--- src/rtl/muldiv_pkg.sv ---
// Shared types and constants for the iterative RV32M multiply/divide unit.
package muldiv_pkg;

    typedef enum logic [2:0] {
        OP_MUL    = 3'd0,
        OP_MULH   = 3'd1,
        OP_MULHSU = 3'd2,
        OP_MULHU  = 3'd3,
        OP_DIV    = 3'd4,
        OP_DIVU   = 3'd5,
        OP_REM    = 3'd6,
        OP_REMU   = 3'd7
    } muldiv_op_t;

    typedef enum logic [1:0] {
        IDLE = 2'd0,
        CALC = 2'd1,
        FIX  = 2'd2,
        DONE = 2'd3
    } muldiv_state_t;

    localparam logic [31:0] DIV0_QUOT = 32'hFFFF_FFFF;
    localparam logic [31:0] INT_MIN   = 32'h8000_0000;

    function automatic logic op_a_signed(input muldiv_op_t op);
        return op inside {OP_MUL, OP_MULH, OP_MULHSU, OP_DIV, OP_REM};
    endfunction

    function automatic logic op_b_signed(input muldiv_op_t op);
        return op inside {OP_MUL, OP_MULH, OP_DIV, OP_REM};
    endfunction

endpackage

--- src/rtl/adder_nb.sv ---
// Plain N-bit adder with carry-in; subtraction is done by the caller
// inverting the second operand and setting cin.
module adder_nb #(
    parameter int unsigned WIDTH = 33
) (
    input  logic [WIDTH-1:0] a,
    input  logic [WIDTH-1:0] b,
    input  logic             cin,
    output logic [WIDTH-1:0] sum
);

    assign sum = a + b + {{(WIDTH-1){1'b0}}, cin};

endmodule

--- src/rtl/muldiv_seq.sv ---
// Iterative RV32M multiply/divide: radix-2 shift-add multiply and restoring
// division, one bit per cycle on a single shared 33-bit adder.
module muldiv_seq
    import muldiv_pkg::*;
#(
    parameter int unsigned XLEN  = 32,
    parameter int unsigned CNT_W = 5
) (
    input  logic            clk,
    input  logic            rst_n,
    input  logic            start,
    input  logic [2:0]      op,
    input  logic [XLEN-1:0] a,
    input  logic [XLEN-1:0] b,
    output logic            busy,
    output logic            done,
    output logic [XLEN-1:0] rslt
);

    muldiv_state_t     state_q, state_d;
    muldiv_op_t        op_q, op_d;
    logic [CNT_W-1:0]  cnt_q, cnt_d;
    logic [XLEN:0]     acc_q, acc_d;      // product high half / partial remainder
    logic [XLEN-1:0]   lo_q, lo_d;        // multiplier / dividend -> quotient
    logic [XLEN-1:0]   opb_q, opb_d;      // multiplicand / divisor magnitude
    logic              neg_q, neg_d;
    logic              rneg_q, rneg_d;
    logic              busy_q, busy_d;
    logic              done_q, done_d;
    logic [XLEN-1:0]   rslt_q, rslt_d;

    logic [XLEN:0]     add_a, add_b, add_sum;
    logic              add_cin;

    muldiv_op_t        op_in;
    logic              sa, sb, div0, ovf, special;
    logic [XLEN-1:0]   mag_a, mag_b, spec_rslt;

    logic [2*XLEN-1:0] prod, prod_s;
    logic [XLEN-1:0]   quot_s, rem_s, fix_rslt;

    adder_nb #(.WIDTH(XLEN + 1)) u_adder (
        .a   (add_a),
        .b   (add_b),
        .cin (add_cin),
        .sum (add_sum)
    );

    // Divide uses the adder as a trial subtract of the divisor from the
    // left-shifted remainder; multiply adds the multiplicand when lo[0]=1.
    always_comb begin
        if (op_q[2]) begin
            add_a   = {acc_q[XLEN-1:0], lo_q[XLEN-1]};
            add_b   = ~{1'b0, opb_q};
            add_cin = 1'b1;
        end else begin
            add_a   = acc_q;
            add_b   = lo_q[0] ? {1'b0, opb_q} : '0;
            add_cin = 1'b0;
        end
    end

    always_comb begin
        op_in     = muldiv_op_t'(op);
        sa        = op_a_signed(op_in) & a[XLEN-1];
        sb        = op_b_signed(op_in) & b[XLEN-1];
        mag_a     = sa ? -a : a;
        mag_b     = sb ? -b : b;
        div0      = op_in[2] && (b == '0);
        ovf       = (op_in == OP_DIV || op_in == OP_REM) && (a == INT_MIN) && (b == DIV0_QUOT);
        special   = div0 | ovf;
        if (div0) begin
            spec_rslt = op_in[1] ? a : DIV0_QUOT;
        end else begin
            spec_rslt = op_in[1] ? '0 : INT_MIN;
        end
    end

    always_comb begin
        prod   = {acc_q[XLEN-1:0], lo_q};
        prod_s = neg_q ? -prod : prod;
        quot_s = neg_q ? -lo_q : lo_q;
        rem_s  = rneg_q ? -acc_q[XLEN-1:0] : acc_q[XLEN-1:0];
        case (op_q)
            OP_MUL:                       fix_rslt = prod_s[XLEN-1:0];
            OP_MULH, OP_MULHSU, OP_MULHU: fix_rslt = prod_s[2*XLEN-1:XLEN];
            OP_DIV, OP_DIVU:              fix_rslt = quot_s;
            default:                      fix_rslt = rem_s;
        endcase
    end

    always_comb begin
        state_d = state_q;
        op_d    = op_q;
        cnt_d   = cnt_q;
        acc_d   = acc_q;
        lo_d    = lo_q;
        opb_d   = opb_q;
        neg_d   = neg_q;
        rneg_d  = rneg_q;
        rslt_d  = rslt_q;
        busy_d  = 1'b0;
        done_d  = 1'b0;

        case (state_q)
            IDLE, DONE: begin
                state_d = IDLE;
                if (start) begin
                    op_d   = op_in;
                    neg_d  = sa ^ sb;
                    rneg_d = sa;
                    acc_d  = '0;
                    lo_d   = mag_a;
                    opb_d  = mag_b;
                    cnt_d  = '1;
                    if (special) begin
                        rslt_d  = spec_rslt;
                        state_d = DONE;
                        done_d  = 1'b1;
                    end else begin
                        state_d = CALC;
                        busy_d  = 1'b1;
                    end
                end
            end
            CALC: begin
                busy_d = 1'b1;
                if (op_q[2]) begin
                    if (!add_sum[XLEN]) begin
                        acc_d = add_sum;
                        lo_d  = {lo_q[XLEN-2:0], 1'b1};
                    end else begin
                        acc_d = add_a;
                        lo_d  = {lo_q[XLEN-2:0], 1'b0};
                    end
                end else begin
                    acc_d = {1'b0, add_sum[XLEN:1]};
                    lo_d  = {add_sum[0], lo_q[XLEN-1:1]};
                end
                if (cnt_q == '0) begin
                    state_d = FIX;
                end else begin
                    cnt_d = cnt_q - CNT_W'(1);
                end
            end
            FIX: begin
                rslt_d  = fix_rslt;
                state_d = DONE;
                done_d  = 1'b1;
            end
            default: state_d = IDLE;
        endcase
    end

    always_ff @(posedge clk or negedge rst_n) begin
        if (!rst_n) begin
            state_q <= IDLE;
            op_q    <= OP_MUL;
            cnt_q   <= '0;
            acc_q   <= '0;
            lo_q    <= '0;
            opb_q   <= '0;
            neg_q   <= 1'b0;
            rneg_q  <= 1'b0;
            busy_q  <= 1'b0;
            done_q  <= 1'b0;
            rslt_q  <= '0;
        end else begin
            state_q <= state_d;
            op_q    <= op_d;
            cnt_q   <= cnt_d;
            acc_q   <= acc_d;
            lo_q    <= lo_d;
            opb_q   <= opb_d;
            neg_q   <= neg_d;
            rneg_q  <= rneg_d;
            busy_q  <= busy_d;
            done_q  <= done_d;
            rslt_q  <= rslt_d;
        end
    end

    assign busy = busy_q;
    assign done = done_q;
    assign rslt = rslt_q;

endmodule
--- config.mk ---
export PLATFORM = sky130hd
export DESIGN_NAME = muldiv_seq
export DESIGN_NICKNAME = d
export VERILOG_FILES = /design/src/rtl/muldiv_pkg.sv /design/src/rtl/adder_nb.sv /design/src/rtl/muldiv_seq.sv
export SDC_FILE = /design/constraint.sdc
export NUM_CORES = 1
export LEC_CHECK = 0
export CAP_MARGIN = 10
export CELL_PAD_IN_SITES_DETAIL_PLACEMENT = 1
export CELL_PAD_IN_SITES_GLOBAL_PLACEMENT = 2
export CORE_ASPECT_RATIO = 0.5
export CORE_MARGIN = 2
export CORE_UTILIZATION = 32
export DETAILED_ROUTE_END_ITERATION = 8
export PLACE_DENSITY = 0.83
export SLEW_MARGIN = 20
export SYNTH_ARGS = -nofsm -noshare
export SYNTH_HDL_FRONTEND = slang
export SYNTH_SLANG_ARGS = --single-unit
--- constraint.sdc ---
create_clock -name clk -period 5.2 [get_ports clk]
set_input_delay 1.04 -clock clk [delete_from_list [all_inputs] [get_ports clk]]
set_output_delay 1.04 -clock clk [all_outputs]
set_load 0.02 [all_outputs]
### Yosys cells after proc, flatten, opt, wreduce, memory -nomap -nowiden

Index checks and enable logic that the tools add are counted.

| storage, ports and cells | value |
|---|---|
| input port bits | 70 |
| register bits | 143 |
| logic and storage cells | 99 |
| output and inout port bits | 34 |

| operators by class | value |
|---|---|
| bitwise logic cells | 5 |
| mux-type cells | 37 |
| equal/unequal tests | 18 |
| reductions and logical operators | 20 |
| add/sub/neg operators | 8 |

Operators with widths:

| kind | number |
|---|---|
| $mux 32 | 12 |
| $mux 33 | 5 |
| $neg 32->32 | 4 |
| $pmux 32 s2 | 2 |
| $pmux 32 s3 | 1 |
| $pmux 33 s2 | 1 |
| $eq 32x32->1 const B | 2 |
| $mux 64 | 1 |
| $neg 64->64 | 1 |
| $add 33x1->33 | 1 |
| $add 33x33->33 | 1 |
| $not 32->33 | 1 |
| $logic_not 32->1 | 1 |
| $eq 3x3->1 const B | 4 |
| $mux 5 | 2 |
| $pmux 5 s2 | 1 |
| $eq 3x2->1 const B | 3 |
| $ne 2x2->1 const B | 4 |
| $eq 3x1->1 const B | 2 |
| $logic_not 3->1 | 2 |
| $mux 1 | 6 |
| $mux 2 | 3 |
| $pmux 2 s3 | 1 |
| $reduce_and 3->1 | 2 |
| 17 further kinds | 25 |

### Logic depth before layout (Yosys ltp)

| depth | value |
|---|---|
| depth after elaboration | 8 |
| gate-level depth with buffers | 18 |
| gate-level depth less buffers | 14 |

### Hierarchy

From an unflattened synthesis, not the netlist that was laid out.

| unflattened totals | value |
|---|---|
| cells, all modules | 1875 |
| area total of the unflattened synthesis | 14012.2 µm² |

By module, submodules not included:

| module | times used | area each (µm²) | seq. area each (µm²) | cells each |
|---|---|---|---|---|
| muldiv_seq | 1 | 12189.2 | 3578.4 | 1619 |
| adder_nb | 1 | 1823.0 | 0.0 | 256 |

### Worst setup path before layout

Ideal clock, no wire load.

| timing path | value |
|---|---|
| path kind | register -> register |
| start point | register op_q[2] |
| end point | register acc_q[6] |
| required time | 5078 ps |
| stages on the path, launching flop included | 16 |
| setup time | 122 ps |
| arrival | 4719 ps |
| period minus slack after synthesis | 4841 ps |
| path buffers | 4 |
| path slack | 359 ps |
| path through | dfrtp_1 clkbuf_1 clkbuf_1 clkbuf_1 clkbuf_1 o21ai_0 fa_1 fa_1 a211oi_1 o211ai_1 a31oi_2 o311ai_2 o21ai_4 xor2_2 mux2_2 a32o_1 |

| on the way | value |
|---|---|
| word-level cells in the longest chain between the ends | 6 |
| elaborated cells on any way between the ends | 8 |
| those cells by class | add/sub (2); mux (6) |

RTL lines:

| what | line | RTL |
|---|---|---|
| start: declaration | muldiv_seq.sv:21 | `muldiv_op_t op_q, op_d;` |
| start signal: assignment | muldiv_seq.sv:170 | `op_q <= op_d;` |
| $mux 33 | muldiv_seq.sv:52 | `if (op_q[2]) begin` |
| $add 33x33->33 | adder_nb.sv:12 | `assign sum = a + b + {{(WIDTH-1){1'b0}}, cin};` |
| $add 33x1->33 | adder_nb.sv:12 |  |
| $mux 33 | muldiv_seq.sv:129 | `if (!add_sum[XLEN]) begin` |
| $mux 33 * | muldiv_seq.sv:128 | `if (op_q[2]) begin` |
| $pmux 33 s2 * | muldiv_seq.sv:105 | `case (state_q)` |
| end signal: assignment | muldiv_seq.sv:160 | `acc_q <= '0;` |
| end signal: assignment | muldiv_seq.sv:172 | `acc_q <= acc_d;` |
| end: declaration | muldiv_seq.sv:23 | `logic [XLEN:0] acc_q, acc_d;` |

Every way passes the cells marked *; elsewhere a longest branch is shown, timed or not.
A chain may end at the register's enable or synchronous reset.

### Final worst setup path

| timing path | value |
|---|---|
| start point | register op_q[2] |
| end point | register acc_q[12] |

Same word-level chain as after synthesis.

==> results.md <==
* Outcome: completed
* WHS Path Cells at 2
* P&R area growth vs syn at 15.3%
* Worst hold path class: reg2reg
* Core area at between 0.04 and 0.05 sq mm
* R2R cell count at 14
* Ys async rst share at between 90% and 100%
* Syn Std Cell Area at ~0.014 sq mm
* F_max at between 200 and 250 MHz
* Post-synthesis simple-gate area fraction at between 20% and 30%
* Post-DRT Antenna Nets at 0
* Die Footprint at 0.0453 sq mm
* Per-cell routed wire length at 22.0 microns
* Seq/Total Area, Yosys at between 20% and 30%
* Combinational family with the most area after synthesis: compound AO/OA/AOI/OAI gates
* XOR/XNOR Fraction of Synth Area at around 9%
* Clk pin slew, worst setup/hold paths at 0.07 ns
* Adder-cell area share of the yosys netlist at between 3 and 4%
* Cells after Synth at around 1,900
* Clock sink count at 143
* Mean Syn Cell Area at between 7 and 8 sq um
* Cell leakage power at about 6.4 nW
* Starting Density at 32.8%
* Routed vias/inst at between 5 and 6
* GRT Overall Usage at 23.9%
* Maximum clock path buffer count at 2
* Place WS at between 0.3 and 0.4 ns
* Worst skew pair latency at 0.46 ns
* Hold Path Origin: rslt[30]
* Synth unique cells at 80
* Hold Vio Cnt, Final at 0
* Worst setup path class: reg2reg
* Worst vdd ir at just under 0.3 mV
* RSZ-0062 raised after global routing: no
* Yosys Warn Count at 0
* Relative slew slack at between 20 and 30%
* Num CTS Buffers at 17
* Port Buffers at 103
* Mux share of post-synthesis cell area at under 10%
* Drc violations at 0
* Post-DP HPWL at 40.6 mm
* Post-synth EDFFs at 0
* Final setup violating endpoints at 0
* Worst Path Required at around 5.5 ns
* R2r setup slk at 0.63 ns
* Worst flop-to-flop path startpoint: op_q[2]
* Final period util at between 80% and 90%
* CTS root buf: clkbuf_16
* Pre-Repair DR Iteration Count at 5
* Global-route wire length before repair at ~84 mm
* Worst Hold End: rslt[30]
* Post-cts sizing count at 0
* Synth Area in Compound Gates at between 20% and 30%
* Power Total at ~12 mW
* Mapped Nets at around 2,000
* Synth Register Bits at approximately 140
* Fill cells at approximately 5,200
* Pwr Density at approximately 730 mW/mm^2
* CTS H-Tree Depth at 4
* Iteration-0 DRC Markers at about 1,200
* Seq. cell area at 0.00358 sq mm
* RR Endpoint: acc_q[12]
* Grt met2 use at between 30% and 40%
* Vias in the first global route at between 10,000 and 15,000
* Busiest layer in global routing: met2
* GP Congestion at between 0.9 and 1
* Post-CTS setup buffer count at 0
* GR Overflow Total at 0
* Die W at 299 microns
* Met3 Use GR at under 10%
* Crit. End Element: register
* Initial antenna violation count at 2
* Final min period at 4.57 ns
* Ports at 104
* Vias at between 10,000 and 15,000
* Slew at the pin closest to its max-slew limit at 1.06 ns
* Drt total wl at 54.1 mm
* Number of inserted diodes at 0
* Largest net degree at the start of global routing at 77
* Worst hold slack at 0.476 ns
* Final setup margin at around 0.63 ns
* Cell row count at between 50 and 60
* CTS Hold Bufs at 0
* Synth Flop Type: dfrtp_1
* CTS tree: yes
* Skew final at approximately 0.013 ns
* Slew Viols, Final at 0
* Critical Path Start Type: register
* Die Y at 151 microns
* Total Neg Setup Slack at 0 ns
* Grt met1 use at between 30% and 40%
* # nets final at just under 2,000
* Number of max-cap violations at 0
* Maximum fanout along the worst path at 34
* Share of layout cells above drive strength 1 at between 7 and 8%
* Worst endpoint data arrival time at 4.90 ns
* Multi-input logic area at 0.00964 sq mm
## cell usage after synthesis (all sizes together) (5+ instances only)
cell	count	share of area (%)
o31ai	31	1.7
xnor2	63	4.1
nor4	25	1.5
mux2i	59	4.2
a21oi	110	4.0
o21ai	289	10
a21o	23	1.2
o41ai	15	0.94
inv	35	0.94
nand4b	6	0.38
nand3	29	1.1
o22ai	7	0.31
a32o	7	0.50
a21boi	10	0.54
nand2b	24	1.1
nor2b	10	0.45
nor3b	6	0.32
mux2	36	2.9
o221ai	17	1.1
xor2	77	4.9
or2	10	0.47
a32oi	5	0.31
nand2	300	8.1
o21bai	7	0.40
dfrtp	143	26
buf	26	0.90
and2	11	0.49
nor2	100	2.7
a31oi	12	0.58
ha	41	3.7
nor3	33	1.2
a221oi	9	0.57
and3	9	0.40
o21a	10	0.54
or3	18	0.85
a211oi	10	0.54
o211ai	21	1.1
clkbuf	123	3.3
or4	18	1.0
nand4	24	1.1
## report_power, final
group / total, mW / internal, mW / leakage, nW / switching, mW
clock: 1.31 / 0.754 / 0.282 / 0.557
combinational: 7.99 / 2.88 / 4.34 / 5.11
sequential: 2.45 / 1.62 / 1.78 / 0.828
## logic make-up after synthesis
| logic type | Yosys count |
|---|---|
| muxes | 95 |
| adders and majority gates | 43 |
| buffers and inverters | 184 |
| DFF | 143 |
| xor gates and xnor gates | 140 |
| AOI/OAI and AO/OA | 616 |
| and+or+nand+nor | 638 |
## how the worst max path moves through the flow
| stage | startpoint | end | slack, ns | cells after the start |
|---|---|---|---|---|
| finish | op_q[2] | acc_q[12] | 0.63 | 14 |
| global route | op_q[2] | acc_q[12] | 0.33 | 14 |
| CTS | op_q[2] | acc_q[12] | 0.59 | 14 |
| detailed placement | a[26] | rslt[3] | 0.30 | 8 |
| global placement | a[26] | rslt[3] | 0.28 | 8 |
| floorplan | op_q[2] | acc_q[6] | 0.36 | 15 |
## stage by stage
step                std cells  cell area (sq um)  util (%)
finish                   2460              16000      37.8
global route             2460              16000      37.8
CTS                      2460              16000      37.8
detailed placement       2428              15400      36.4
global placement         2428              15400      36.4
floorplan                1859              13900         -
## layout make-up
class	count	share of cell area, %
multi-input cells	1532	60.2
well taps	577	4.50
clock buffers	18	2.68
clock inverters	14	1.04
inverters	35	0.819
flip-flops and latches	143	22.4
repair buffers	141	8.45
## worst max-delay path, stage by stage, from the launching register on
cell and delay, ns:
dfrtp_4 0.55, clkinv_1 0.10, buf_4 0.24, buf_4 0.39, o21ai_0 0.23, fa_1 0.48
a211oi_1 0.36, o211ai_1 0.22, a31oi_2 0.29, o311ai_2 0.17, o21ai_4 0.32, xnor2_2 0.16
buf_4 0.29, mux2_2 0.37, a32o_1 0.25
## layout by cell type, fill, tap and decap left out, types with 7 or more instances in the layout
master           Yosys  routed
clkbuf_16            0      17
nand2b_1            24      24
o21a_1              10      10
o22ai_1              7       7
xor2_1              76      76
a31oi_1             11      11
o21ai_1             10      10
nand2_1            300     299
o31ai_1             31      31
inv_1               35      34
xnor2_1             61      61
o211ai_1            21      21
nor2_1             100      98
nor2b_1             10      10
o221ai_1            17      17
dfrtp_1            143     141
a32o_1               7       7
o41ai_1             15      15
a221oi_1             9       9
clkdlybuf4s50_1      0     102
nor4_1              20      20
nand3_1             28      28
a21boi_0            10      10
and3_1               9       9
a211oi_1            10      10
and2_1              11      11
a21oi_1            110     108
o21ai_0            278     278
mux2_2              36      36
buf_4                1      35
nor3_1              32      32
or3_1               17      17
ha_1                41      40
nand4_1             24      24
or2_2                9       9
or4_1               16      16
a21o_1              23      23
mux2i_1             59      59
## sequential cells by signal (all words and copies together), names as in the netlist
name	flops
lo_q	32
cnt_q	5
state_q	2
rslt	32
rneg_q	1
opb_q	32
done	1
busy	1
op_q	3
neg_q	1
acc_q	33
## routing by layer
| metal | vias up | wire length (microns) |
|---|---|---|
| li1 | 6748 | - |
| met1 | 7110 | 26500 |
| met2 | 348 | 23800 |
| met3 | 51 | 2950 |
| met4 | 4 | 860 |
| met5 | - | 23 |
Note: power is estimated with default switching activity, not from simulation.
